[src/rtl/vend_ctrl.sv]
// Vending-machine credit sequencer: conditions front-panel levels into events,
// holds the balance and runs the dispense and change-return sequences.
module vend_ctrl #(
   parameter int PRICE_ONE   = 2,
   parameter int PRICE_TWO   = 5,
   parameter int MAX_BAL     = 999,
   parameter int VEND_CYCLES = 4,
   parameter int PULSE_GAP   = 2
) (
   input  logic       clk,
   input  logic       reset,
   input  logic       coin_one,
   input  logic       coin_ten,
   input  logic       buy_one,
   input  logic       buy_two,
   input  logic       get_ind,
   input  logic       cancle_flag,
   output logic [9:0] coin_val,
   output logic       buy_flag,
   output logic       disp_one,
   output logic       disp_two,
   output logic       chg_ten,
   output logic       chg_one,
   output logic       coin_rej,
   output logic       short_err,
   output logic       busy
);

   typedef enum logic [1:0] {IDLE = 2'd0, VEND = 2'd1, CHANGE = 2'd2} state_t;

   localparam logic [10:0] MAX_W     = 11'(MAX_BAL);
   localparam logic [9:0]  P1        = 10'(PRICE_ONE);
   localparam logic [9:0]  P2        = 10'(PRICE_TWO);
   localparam logic [7:0]  VEND_LAST = 8'(VEND_CYCLES - 1);
   localparam logic [7:0]  GAP_LEN   = 8'(PULSE_GAP);

   function automatic logic fits(input logic [9:0] bal, input logic [9:0] amt);
      fits = (({1'b0, bal} + {1'b0, amt}) <= MAX_W);
   endfunction

   // bit order follows service priority, highest at the top
   logic [5:0] raw_s;
   logic [5:0] sync1_r, sync2_r, sync3_r, evt_r;
   state_t     state_r, state_s;
   logic [9:0] coin_s;
   logic [7:0] cnt_r, cnt_s;
   logic       disp1_s, disp2_s, buy_s, chg10_s, chg1_s, rej_s, short_s;

   assign raw_s = {cancle_flag, get_ind, buy_two, buy_one, coin_ten, coin_one};

   // Two-flop synchronizer plus registered rising-edge detector
   always_ff @(posedge clk or negedge reset) begin
      if (!reset) begin
         sync1_r <= 6'd0;
         sync2_r <= 6'd0;
         sync3_r <= 6'd0;
         evt_r   <= 6'd0;
      end else begin
         sync1_r <= raw_s;
         sync2_r <= sync1_r;
         sync3_r <= sync2_r;
         evt_r   <= sync2_r & ~sync3_r;
      end
   end

   // Next-state, balance and output decode; cnt_r times both dispense and gaps
   always_comb begin
      state_s = state_r;
      coin_s  = coin_val;
      cnt_s   = cnt_r;
      disp1_s = disp_one;
      disp2_s = disp_two;
      buy_s   = 1'b0;
      chg10_s = 1'b0;
      chg1_s  = 1'b0;
      rej_s   = 1'b0;
      short_s = 1'b0;
      case (state_r)
         IDLE: begin
            if (evt_r[5] || evt_r[4]) begin
               if (coin_val != 10'd0) begin
                  state_s = CHANGE;
                  cnt_s   = 8'd0;
               end else begin
                  state_s = IDLE;
               end
            end else if (evt_r[3]) begin
               if (coin_val >= P2) begin
                  coin_s  = coin_val - P2;
                  buy_s   = 1'b1;
                  disp2_s = 1'b1;
                  cnt_s   = VEND_LAST;
                  state_s = VEND;
               end else begin
                  short_s = 1'b1;
               end
            end else if (evt_r[2]) begin
               if (coin_val >= P1) begin
                  coin_s  = coin_val - P1;
                  buy_s   = 1'b1;
                  disp1_s = 1'b1;
                  cnt_s   = VEND_LAST;
                  state_s = VEND;
               end else begin
                  short_s = 1'b1;
               end
            end else if (evt_r[1]) begin
               if (fits(coin_val, 10'd10)) begin
                  coin_s = coin_val + 10'd10;
               end else begin
                  rej_s = 1'b1;
               end
            end else if (evt_r[0]) begin
               if (fits(coin_val, 10'd1)) begin
                  coin_s = coin_val + 10'd1;
               end else begin
                  rej_s = 1'b1;
               end
            end else begin
               state_s = IDLE;
            end
         end
         VEND: begin
            if (cnt_r == 8'd0) begin
               disp1_s = 1'b0;
               disp2_s = 1'b0;
               state_s = IDLE;
            end else begin
               cnt_s = cnt_r - 8'd1;
            end
         end
         CHANGE: begin
            if (cnt_r != 8'd0) begin
               cnt_s = cnt_r - 8'd1;
            end else if (coin_val >= 10'd10) begin
               coin_s  = coin_val - 10'd10;
               chg10_s = 1'b1;
               cnt_s   = GAP_LEN;
            end else if (coin_val != 10'd0) begin
               coin_s = coin_val - 10'd1;
               chg1_s = 1'b1;
               cnt_s  = GAP_LEN;
            end else begin
               state_s = IDLE;
            end
         end
         default: begin
            state_s = IDLE;
            disp1_s = 1'b0;
            disp2_s = 1'b0;
            cnt_s   = 8'd0;
         end
      endcase
   end

   // State, balance and registered outputs
   always_ff @(posedge clk or negedge reset) begin
      if (!reset) begin
         state_r   <= IDLE;
         cnt_r     <= 8'd0;
         coin_val  <= 10'd0;
         buy_flag  <= 1'b0;
         disp_one  <= 1'b0;
         disp_two  <= 1'b0;
         chg_ten   <= 1'b0;
         chg_one   <= 1'b0;
         coin_rej  <= 1'b0;
         short_err <= 1'b0;
         busy      <= 1'b0;
      end else begin
         state_r   <= state_s;
         cnt_r     <= cnt_s;
         coin_val  <= coin_s;
         buy_flag  <= buy_s;
         disp_one  <= disp1_s;
         disp_two  <= disp2_s;
         chg_ten   <= chg10_s;
         chg_one   <= chg1_s;
         coin_rej  <= rej_s;
         short_err <= short_s;
         busy      <= (state_s != IDLE);
      end
   end

endmodule

[config.mk]
export PLATFORM = sky130hd
export DESIGN_NAME = vend_ctrl
export DESIGN_NICKNAME = d
export VERILOG_FILES = /design/src/rtl/vend_ctrl.sv
export SDC_FILE = /design/constraint.sdc
export NUM_CORES = 1
export LEC_CHECK = 0
export ABC_CLOCK_PERIOD_IN_PS = 3900
export CORE_MARGIN = 2
export CORE_UTILIZATION = 28
export CTS_CLUSTER_SIZE = 10
export DETAILED_ROUTE_END_ITERATION = 10
export GPL_TIMING_DRIVEN = 1
export PLACE_DENSITY = 0.41
export SYNTH_ARGS = -nofsm -noshare
export SYNTH_HDL_FRONTEND = slang
export SYNTH_SLANG_ARGS = --single-unit
[constraint.sdc]
create_clock -name clk -period 3.9 [get_ports clk]
set_input_delay 0.78 -clock clk [delete_from_list [all_inputs] [get_ports clk]]
set_output_delay 0.78 -clock clk [all_outputs]
set_load 0.01 [all_outputs]
==> impl_metrics.tcl, run 1 <==
set metrics [dict create \
    final_cell_mix "dfrtp_1 (52), nor2_1 (28), nand2_1 (25)" \
    crit_path_end_kind "flip-flop" \
    ant_nets 0 \
    num_rows 39 \
    crit_slowest_cell "dfrtp_1" \
    final_util_pct 33.0 \
    synth-edff-count 0 \
    via_count 2702 \
    antenna_found_initial 0 \
    drt_pass1_iterations 4 \
    cts_tree "built" \
    routabilityCongestion 0.803 \
    grt_pass1_wl_um 14200 \
    netlist_instances 358 \
    portBuffers 25 \
    finalHoldViolCount 0 \
    fin_crit_ns 3.17 \
    clkSinkCount 52 \
    drv_cap 0 \
    initial_core_util_pct 28.4 \
    worstPathMaxFanout 17 \
    postCtsSetupBuffers 0 \
    p_leak_nw 1.50 \
    hold_buffers 0 \
    grt_usage_pct 14.4 \
    instances_no_fill 511 \
    ys_seq_area_share_pct 40.6 \
    synth.ff_latch_count 52 \
    min_period_over_period_pct 81.2 \
    p_total_mw 2.61 \
    fin_nets 386 \
    cts_htree_levels 2 \
    avgViaCountPerCell 5.29 \
    maxSlewViolCount 0 \
    ios 26 \
    tightest_slew_ns 0.926 \
    dp.cells 503 \
    hold_class "reg -> reg" \
    core_area_mm2 0.0113 \
    slew_headroom_pct 38.3 \
    root_buffer "clkbuf_16" \
    setup_tns_ns 0 \
    drcViolationCount 0 \
    critPathArrivalTime_ns 3.35 \
    drt_iter0_markers 220 \
    grt.overflow.total 0 \
    clk_path_buf_depth 2 \
    crit_required_ns 4.09 \
    dieArea_mm2 0.0123 \
    cp_top_family "compound AO/OA/AOI/OAI gates" \
    regToRegSetupSlack_ns 0.73 \
    critPathMaxStageDelay_ns 0.68 \
    setup_viol_count_final 0 \
    syn_to_final_growth_pct 15.9 \
    fmaxAchievable_mhz 316 \
    yosys_warnings 0 \
    wl_um 8620 \
    crit_top_cell "inv_1" \
    peakVddDrop_uv 249 \
    grt_pass1_vias 2632 \
    cp_num_buf_inv 2 \
    path_clk_slew_ns 0.07 \
    cellPowerDensity_mw_per_mm2 701 \
    synthArstFlopShare_pct 100 \
    synth_ff_type "dfrtp_1" \
    layout-drive-gt1-share_pct 7.61 \
    wire_per_inst_um 16.9 \
    clkLatencyLatePin_ns 0.30 \
    synth_area_mm2 0.00321 \
    diodes 0 \
    die_w_um 111 \
    layout_commonest_cell "dfrtp_1" \
    finalClockSkew_ns 0.00697 \
    syn_area_per_cell_um2 8.95 \
    outcome "finished, final reports clean" \
    rsz0062_at_grt "no" \
    die_h_um 111 \
    crit_type "reg -> reg" \
    whs_ns 0.349 \
    grt_max_degree 36 \
    yosysUniqueCellTypes 66 \
    numCtsBuffers 5 \
    synth_nets 377 \
    path_cells "inv_1 -> ha_1 -> inv_1 -> o41ai_1 -> a221o_1 -> o211ai_1 -> a31oi_2 -> nor2_1 -> mux2_2" \
    crit_path_start_kind "flip-flop" \
    postCtsResizedCells 0 \
    dp_hpwl_um 6070 \
]
metal layers:
| metal | vias up | global-route usage, % | part of all wire [%] |
|---|---|---|---|
| met2 | 50 | 21.3 | 43 |
| met1 | 1316 | 21.0 | 51 |
| met3 | 8 | 3.17 | 4.4 |
| li1 | 1328 | - | - |
| met4 | 0 | 4.00 | 1.2 |
| met5 | - | 0 | 0 |
where the power goes:
group | internal, mW | switching, mW
Sequential | 0.643 | 0.238
Combinational | 0.515 | 0.686
Clock | 0.322 | 0.201
Total | 1.48 | 1.13
sequential cells by signal (all words and copies together) (netlist names):
signal / flops
chg_ten: 1
busy: 1
sync1_r: 6
short_err: 1
cnt_r: 8
disp_two: 1
chg_one: 1
sync2_r: 6
disp_one: 1
coin_rej: 1
coin_val: 10
sync3_r: 6
buy_flag: 1
state_r: 2
evt_r: 6
cell families after synthesis:
family	after synthesis	synth area share, %
simple gates	130	21.5
compound gates	108	23.5
flops	52	40.6
buf+inv	41	5.46
fa+ha+maj	11	4.29
xor+xnor	10	2.73
mux	6	1.99
worst paths after layout:
| kind | end | cells past startpoint | startpoint |
|---|---|---|---|
| max in group asynchronous | sync1_r[0]$_DFF_PN0_ | 2 | reset |
| worst max register to register | coin_val[1]$_DFFE_PN0P_ | 9 | coin_val[1]$_DFFE_PN0P_ |
| worst max-delay path | coin_val[1]$_DFFE_PN0P_ | 9 | coin_val[1]$_DFFE_PN0P_ |
| worst min register to register | sync2_r[1]$_DFF_PN0_ | 0 | sync1_r[1]$_DFF_PN0_ |
| worst min-delay path | sync2_r[1]$_DFF_PN0_ | 0 | sync1_r[1]$_DFF_PN0_ |
| min in group asynchronous | cnt_r[0]$_DFFE_PN0P_ | 1 | reset |
through the flow:
stage | instance area [µm²] | setup slack (ns)
after floorplan | 3210 | 1.13
after global placement | 3540 | 0.950
after detailed placement | 3540 | 0.722
after CTS | 3710 | 0.749
after global routing | 3710 | 0.454
final | 3710 | 0.734
area by class of cell:
class                      instances  area, µm²
fill                            1161       7560
sequential                        52       1300
inverter                          14       52.6
multi-input combinational        265       1730
clock inverter                     2       38.8
timing repair buffer              29        275
clock buffer                       6        139
tap                              143        179
synth_stat cells, types with 2 or more instances:
cell type,count,area [µm²]
a2111oi_0,2,17.5
a211o_1,2,17.5
a211oi_1,4,30.0
a21o_1,3,22.5
a21oi_1,22,110
a22o_1,2,17.5
a22oi_1,4,30.0
a311oi_1,4,35.0
a31oi_1,7,43.8
a32oi_1,2,17.5
and3_1,4,25.0
buf_1,3,11.3
buf_2,2,10.0
buf_6,2,22.5
clkbuf_1,19,71.3
dfrtp_1,52,1300
ha_1,11,138
inv_1,14,52.6
mux2_2,3,33.8
mux2i_1,3,30.0
nand2_1,25,93.8
nand2b_1,6,37.5
nand3_1,9,45.0
nand4_1,5,31.3
nor2_1,28,105
nor2b_1,14,87.6
nor3_1,15,75.1
nor4_1,7,43.8
o211ai_1,4,30.0
o21a_1,2,15.0
o21ai_0,22,110
o21bai_1,2,15.0
o22ai_1,2,12.5
o31a_1,2,17.5
o31ai_1,5,37.5
o41ai_1,3,26.3
or2_2,3,18.8
or3_1,2,12.5
or4_1,2,15.0
xnor2_1,6,52.6
xor2_1,4,35.0
Note: power is estimated with default switching activity, not from simulation.
==> run 2, diff against run 1 <==
- ABC_CLOCK_PERIOD_IN_PS: 3900 -> 2630
- PLACE_DENSITY: 0.41 -> 0.43
- clock period: 3.9 -> 2.63 ns (I/O delays scaled with it)
==> impl_metrics.tcl, run 2 (same netlist as run 1, synthesis figures left out) <==
set metrics [dict create \
    core_area_mm2 0.0113 \
    cts_htree_levels 2 \
    r2r-end "coin_val[1]$_DFFE_PN0P_" \
    tightest_slew_ns 0.534 \
    ios 26 \
    cp_top_family "compound AO/OA/AOI/OAI gates" \
    drt_iter0_markers 190 \
    final_cell_mix "dfrtp_1 (51), buf_4 (37), nor2_1 (28)" \
    maxSlewViolCount 0 \
    via_count 2851 \
    critPathLaunch "coin_val[0]$_DFFE_PN0P_" \
    register_area_mm2 0.00130 \
    slew_headroom_pct 64.1 \
    dieArea_mm2 0.0123 \
    diodes 0 \
    whs_ns 0.114 \
    peakVddDrop_uv 523 \
    finalClockSkew_ns 0.00933 \
    layout-drive-gt1-share_pct 16.4 \
    dp_hpwl_um 6410 \
    avgViaCountPerCell 5.23 \
    root_buffer "clkbuf_16" \
    path_cells "inv_1 -> ha_1 -> inv_1 -> o41ai_2 -> a221o_1 -> o211ai_1 -> a31oi_4 -> nor2_1 -> mux2_2" \
    drt_pass1_iterations 5 \
    wl_um 8820 \
    regMostFlops "coin_val" \
    path_clk_slew_ns 0.07 \
    crit_path_end_kind "flip-flop" \
    rsz0062_at_grt "no" \
    p_int_mw 2.46 \
    ant_nets 0 \
    crit_required_ns 2.80 \
    clk_path_buf_depth 2 \
    num_rows 39 \
    setup_tns_ns 0 \
    crit_top_cell "inv_1" \
    fin_crit_ns 2.48 \
    r2r_start "coin_val[0]$_DFFE_PN0P_" \
    clkSinkCount 52 \
    n_fill_cell 1143 \
    power.clock.fraction_pct 18.2 \
    power_frac_comb_pct 54.7 \
    wire_per_inst_um 16.2 \
    setup_viol_count_final 0 \
    dp.cells 535 \
    p_leak_nw 1.67 \
    cellPowerDensity_mw_per_mm2 1050 \
    clkLatencyLatePin_ns 0.29 \
    grt_pass1_vias 2793 \
    portBuffers 25 \
    drv_cap 0 \
    grt_max_degree 26 \
    min_period_over_period_pct 94.2 \
    final_util_pct 35.6 \
    cp.depth 9 \
    hold_class "in -> async" \
    antenna_found_initial 0 \
    instances_no_fill 545 \
    drcViolationCount 0 \
    post_dp_cell_area_mm2 0.00380 \
    fmaxAchievable_mhz 404 \
    grt.overflow.total 0 \
    final_area_mm2 0.00401 \
    crit_path_start_kind "flip-flop" \
    cp_num_buf_inv 2 \
    critPathMaxStageDelay_ns 0.39 \
    crit_slowest_cell "dfrtp_1" \
    die_w_um 111 \
    cp-endpoint "coin_val[1]$_DFFE_PN0P_" \
    multiInputGateArea_mm2 0.00178 \
    finalHoldViolCount 0 \
    power_switching_mw 1.77 \
    numCtsBuffers 5 \
    worstPathMaxFanout 5 \
    p_seq_share_pct 27.1 \
    cts_tree "built" \
    routabilityCongestion 0.848 \
    layout_commonest_cell "dfrtp_1" \
    outcome "finished, final reports clean" \
    critPathArrivalTime_ns 2.65 \
    die_h_um 111 \
    largest_reg_flops 10 \
    syn_to_final_growth_pct 25.1 \
    rr_worst_depth 9 \
    initial_core_util_pct 28.4 \
    regToRegSetupSlack_ns 0.15 \
    fin_nets 420 \
    crit_type "reg -> reg" \
    largestRegisters "coin_val (10), cnt_r (8)" \
    p_sw_share_pct 41.9 \
    grt_pass1_wl_um 14500 \
    grt_usage_pct 14.4 \
]
-- run 2: timing repair --
action | CTS | global route
resized for setup | 0 | 4
setup buffers | 0 | 1
hold buffers | 0 | 0
setup endpoints to repair | 0 | 6
-- run 2: power groups by stage --
stage / Clock (mW) / Sequential (mW) / Combinational, mW
5_1_grt: 0.820 / 1.18 / 2.54
2_1_floorplan: 0 / 1.14 / 1.39
4_1_cts: 0.796 / 1.15 / 2.26
3_3_place_gp: 0 / 1.16 / 2.27
6_report: 0.771 / 1.15 / 2.32
3_5_place_dp: 0 / 1.16 / 2.24
-- run 2: worst min-delay path by stage --
stage / start / end / slack (ns) / depth (start not counted)
5_1_grt: reset / sync2_r[5]$_DFF_PN0_ / 0.14 / 1
2_1_floorplan: reset / busy$_DFF_PN0_ / 0.23 / 0
6_report: reset / sync3_r[5]$_DFF_PN0_ / 0.11 / 1
4_1_cts: reset / sync3_r[5]$_DFF_PN0_ / 0.12 / 1
3_5_place_dp: sync1_r[4]$_DFF_PN0_ / sync2_r[4]$_DFF_PN0_ / 0.34 / 0
3_3_place_gp: sync1_r[2]$_DFF_PN0_ / sync2_r[2]$_DFF_PN0_ / 0.33 / 0
-- run 2: metrics by stage --
step,power [mW],setup WS (ns)
6_report,4.23,0.153
5_1_grt,4.54,0.00240
4_1_cts,4.20,0.0955
3_5_place_dp,3.40,0.104
3_3_place_gp,3.43,0.172
2_1_floorplan,2.53,0.0413
-- run 2: cell type report --
cell class              count  share of cell area, %
clock buffers               6                   3.46
well taps                 143                   4.46
multi-input cells         266                   44.3
flip-flops and latches     52                   32.5
inverters                  14                   1.31
repair buffers             62                   13.0
clock inverters             2                  0.967
-- run 2: routing by layer --
layer,vias up,routed length (µm),track usage (%),share of wire (%)
li1,1394,-,-,-
met1,1401,4630,22.3,52
met2,52,3840,21.3,43
met3,4,286,1.75,3.2
met4,0,68,3.67,0.77
met5,-,0,0,0
==> run 3, diff against run 2 <==
- PLACE_DENSITY: 0.43 -> 0.42
- SETUP_SLACK_MARGIN: not set -> 0.05
==> impl_metrics.tcl, run 3 (same netlist as run 1, synthesis figures left out) <==
set metrics [dict create \
    crit_path_start_kind "flip-flop" \
    outcome "finished, final reports clean" \
    peakVddDrop_uv 307 \
    tightest_slew_ns 0.663 \
    rsz0062_at_grt "no" \
    p_int_mw 2.55 \
    drt_iter0_markers 125 \
    power_frac_comb_pct 55.2 \
    setup_tns_ns 0 \
    crit_path_end_kind "flip-flop" \
    path_cells "buf_12 -> ha_1 -> buf_4 -> a41oi_1 -> a31oi_1 -> buf_4 -> o311ai_4 -> buf_4 -> nor3_1 -> a211oi_2" \
    initial_core_util_pct 28.4 \
    p_sw_share_pct 42.0 \
    num_rows 39 \
    dp_hpwl_um 6740 \
    finalClockSkew_ns 0.0106 \
    p_leak_nw 1.72 \
    layout_commonest_cell "dfrtp_1" \
    drt_pass1_iterations 4 \
    dieArea_mm2 0.0123 \
    fin_crit_ns 2.42 \
    largestRegisters "coin_val (10), cnt_r (8)" \
    grt_pass1_vias 2751 \
    wire_per_inst_um 16.6 \
    crit_slowest_cell "dfrtp_2" \
    hold_buffers 0 \
    clkSinkCount 52 \
    n_fill_cell 1146 \
    slew_headroom_pct 55.8 \
    p_seq_share_pct 26.7 \
    via_count 2861 \
    ios 26 \
    crit_top_cell "buf_4" \
    clkLatencyLatePin_ns 0.30 \
    worstPathMaxFanout 7 \
    path_clk_slew_ns 0.08 \
    finalHoldViolCount 0 \
    critPathArrivalTime_ns 2.63 \
    fmaxAchievable_mhz 413 \
    grt_max_degree 53 \
    die_w_um 111 \
    drcViolationCount 0 \
    numCtsBuffers 5 \
    cts_tree "built" \
    r2r_start "coin_val[1]$_DFFE_PN0P_" \
    cellPowerDensity_mw_per_mm2 1070 \
    root_buffer "clkbuf_16" \
    largest_reg_flops 10 \
    power.clock.fraction_pct 18.1 \
    ant_nets 0 \
    grt_pass1_wl_um 15100 \
    core_area_mm2 0.0113 \
    antenna_found_initial 0 \
    grt_usage_pct 15.4 \
    setup_viol_count_final 0 \
    hold_class "in -> async" \
    min_period_over_period_pct 92.0 \
    grt.overflow.total 0 \
    critPathMaxStageDelay_ns 0.45 \
    portBuffers 25 \
    wl_um 9180 \
    die_h_um 111 \
    drv_cap 0 \
    crit_type "reg -> reg" \
    clk_path_buf_depth 2 \
    avgViaCountPerCell 5.17 \
    critPathLaunch "coin_val[1]$_DFFE_PN0P_" \
    final_util_pct 36.4 \
    crit_required_ns 2.84 \
    fin_nets 428 \
    routabilityCongestion 0.861 \
    diodes 0 \
    maxSlewViolCount 0 \
    final_cell_mix "dfrtp_1 (50), buf_4 (45), nor2_1 (27)" \
    syn_to_final_growth_pct 28.0 \
    regMostFlops "coin_val" \
    cts_htree_levels 2 \
    power_switching_mw 1.85 \
    layout-drive-gt1-share_pct 19.8 \
]
run 3: what timing repair did:
action                                  in CTS  in global routing
gates resized for setup                      0                 11
endpoints found under the setup margin       0                 15
setup buffers                                0                  2
run 3: power groups by stage:
stage                     registers (mW)  clock network [mW]  logic [mW]
after global placement              1.20                   0        2.36
after global routing                1.21               0.853        2.68
final                               1.17               0.796        2.43
after detailed placement            1.20                   0        2.31
after CTS                           1.18               0.824        2.32
after floorplan                     1.14                   0        1.39
run 3: per-stage QoR:
step	total power [mW]	hold slack [ns]	cells	setup WS, ns	area [µm²]
after floorplan	2.53	0.230	358	0.0913	3230
after global placement	3.55	0.335	543	0.150	3860
after detailed placement	3.51	0.338	543	0.0647	3860
after CTS	4.33	0.354	551	0.0578	4040
after global routing	4.74	0.364	553	0.0533	4100
final	4.40	0.338	553	0.210	4100
run 3: worst max-delay path: cells and delay by family (launching register included):
| kind | cells | cell delay [ns] |
|---|---|---|
| fa+ha+maj | 1 | 0.27 |
| flops | 1 | 0.45 |
| simple gates | 1 | 0.07 |
| buf+inv | 4 | 0.71 |
| compound gates | 4 | 0.81 |
run 3: routing by layer:
metal	track usage (%)	vias to the layer above	routed length (µm)
met1	22.2	1361	4490
met2	23.3	80	4060
met5	0	-	0
met4	5.50	0	212
li1	-	1405	-
met3	2.41	15	414
run 3: final timing paths:
| kind | end | slack [ns] | depth (start not counted) |
|---|---|---|---|
| worst min register to register | sync2_r[3]$_DFF_PN0_ | 0.35 | 0 |
| worst min-delay path | coin_val[2]$_DFFE_PN0P_ | 0.34 | 2 |
| min in group clk | sync2_r[3]$_DFF_PN0_ | 0.35 | 0 |
| worst max register to register | coin_val[7]$_DFFE_PN0P_ | 0.21 | 10 |
| max in group asynchronous | coin_val[0]$_DFFE_PN0P_ | 1.83 | 2 |
| worst max-delay path | coin_val[7]$_DFFE_PN0P_ | 0.21 | 10 |
run 3: cell type report:
type	instances	area, µm²	share of cell area (%)
Clock buffer	6	139	3.38
Sequential cell	52	1300	31.8
Tap cell	143	179	4.36
Timing Repair Buffer	71	603	14.7
Multi-Input combinational cell	265	1790	43.6
Inverter	14	52.6	1.28
Clock inverter	2	38.8	0.945
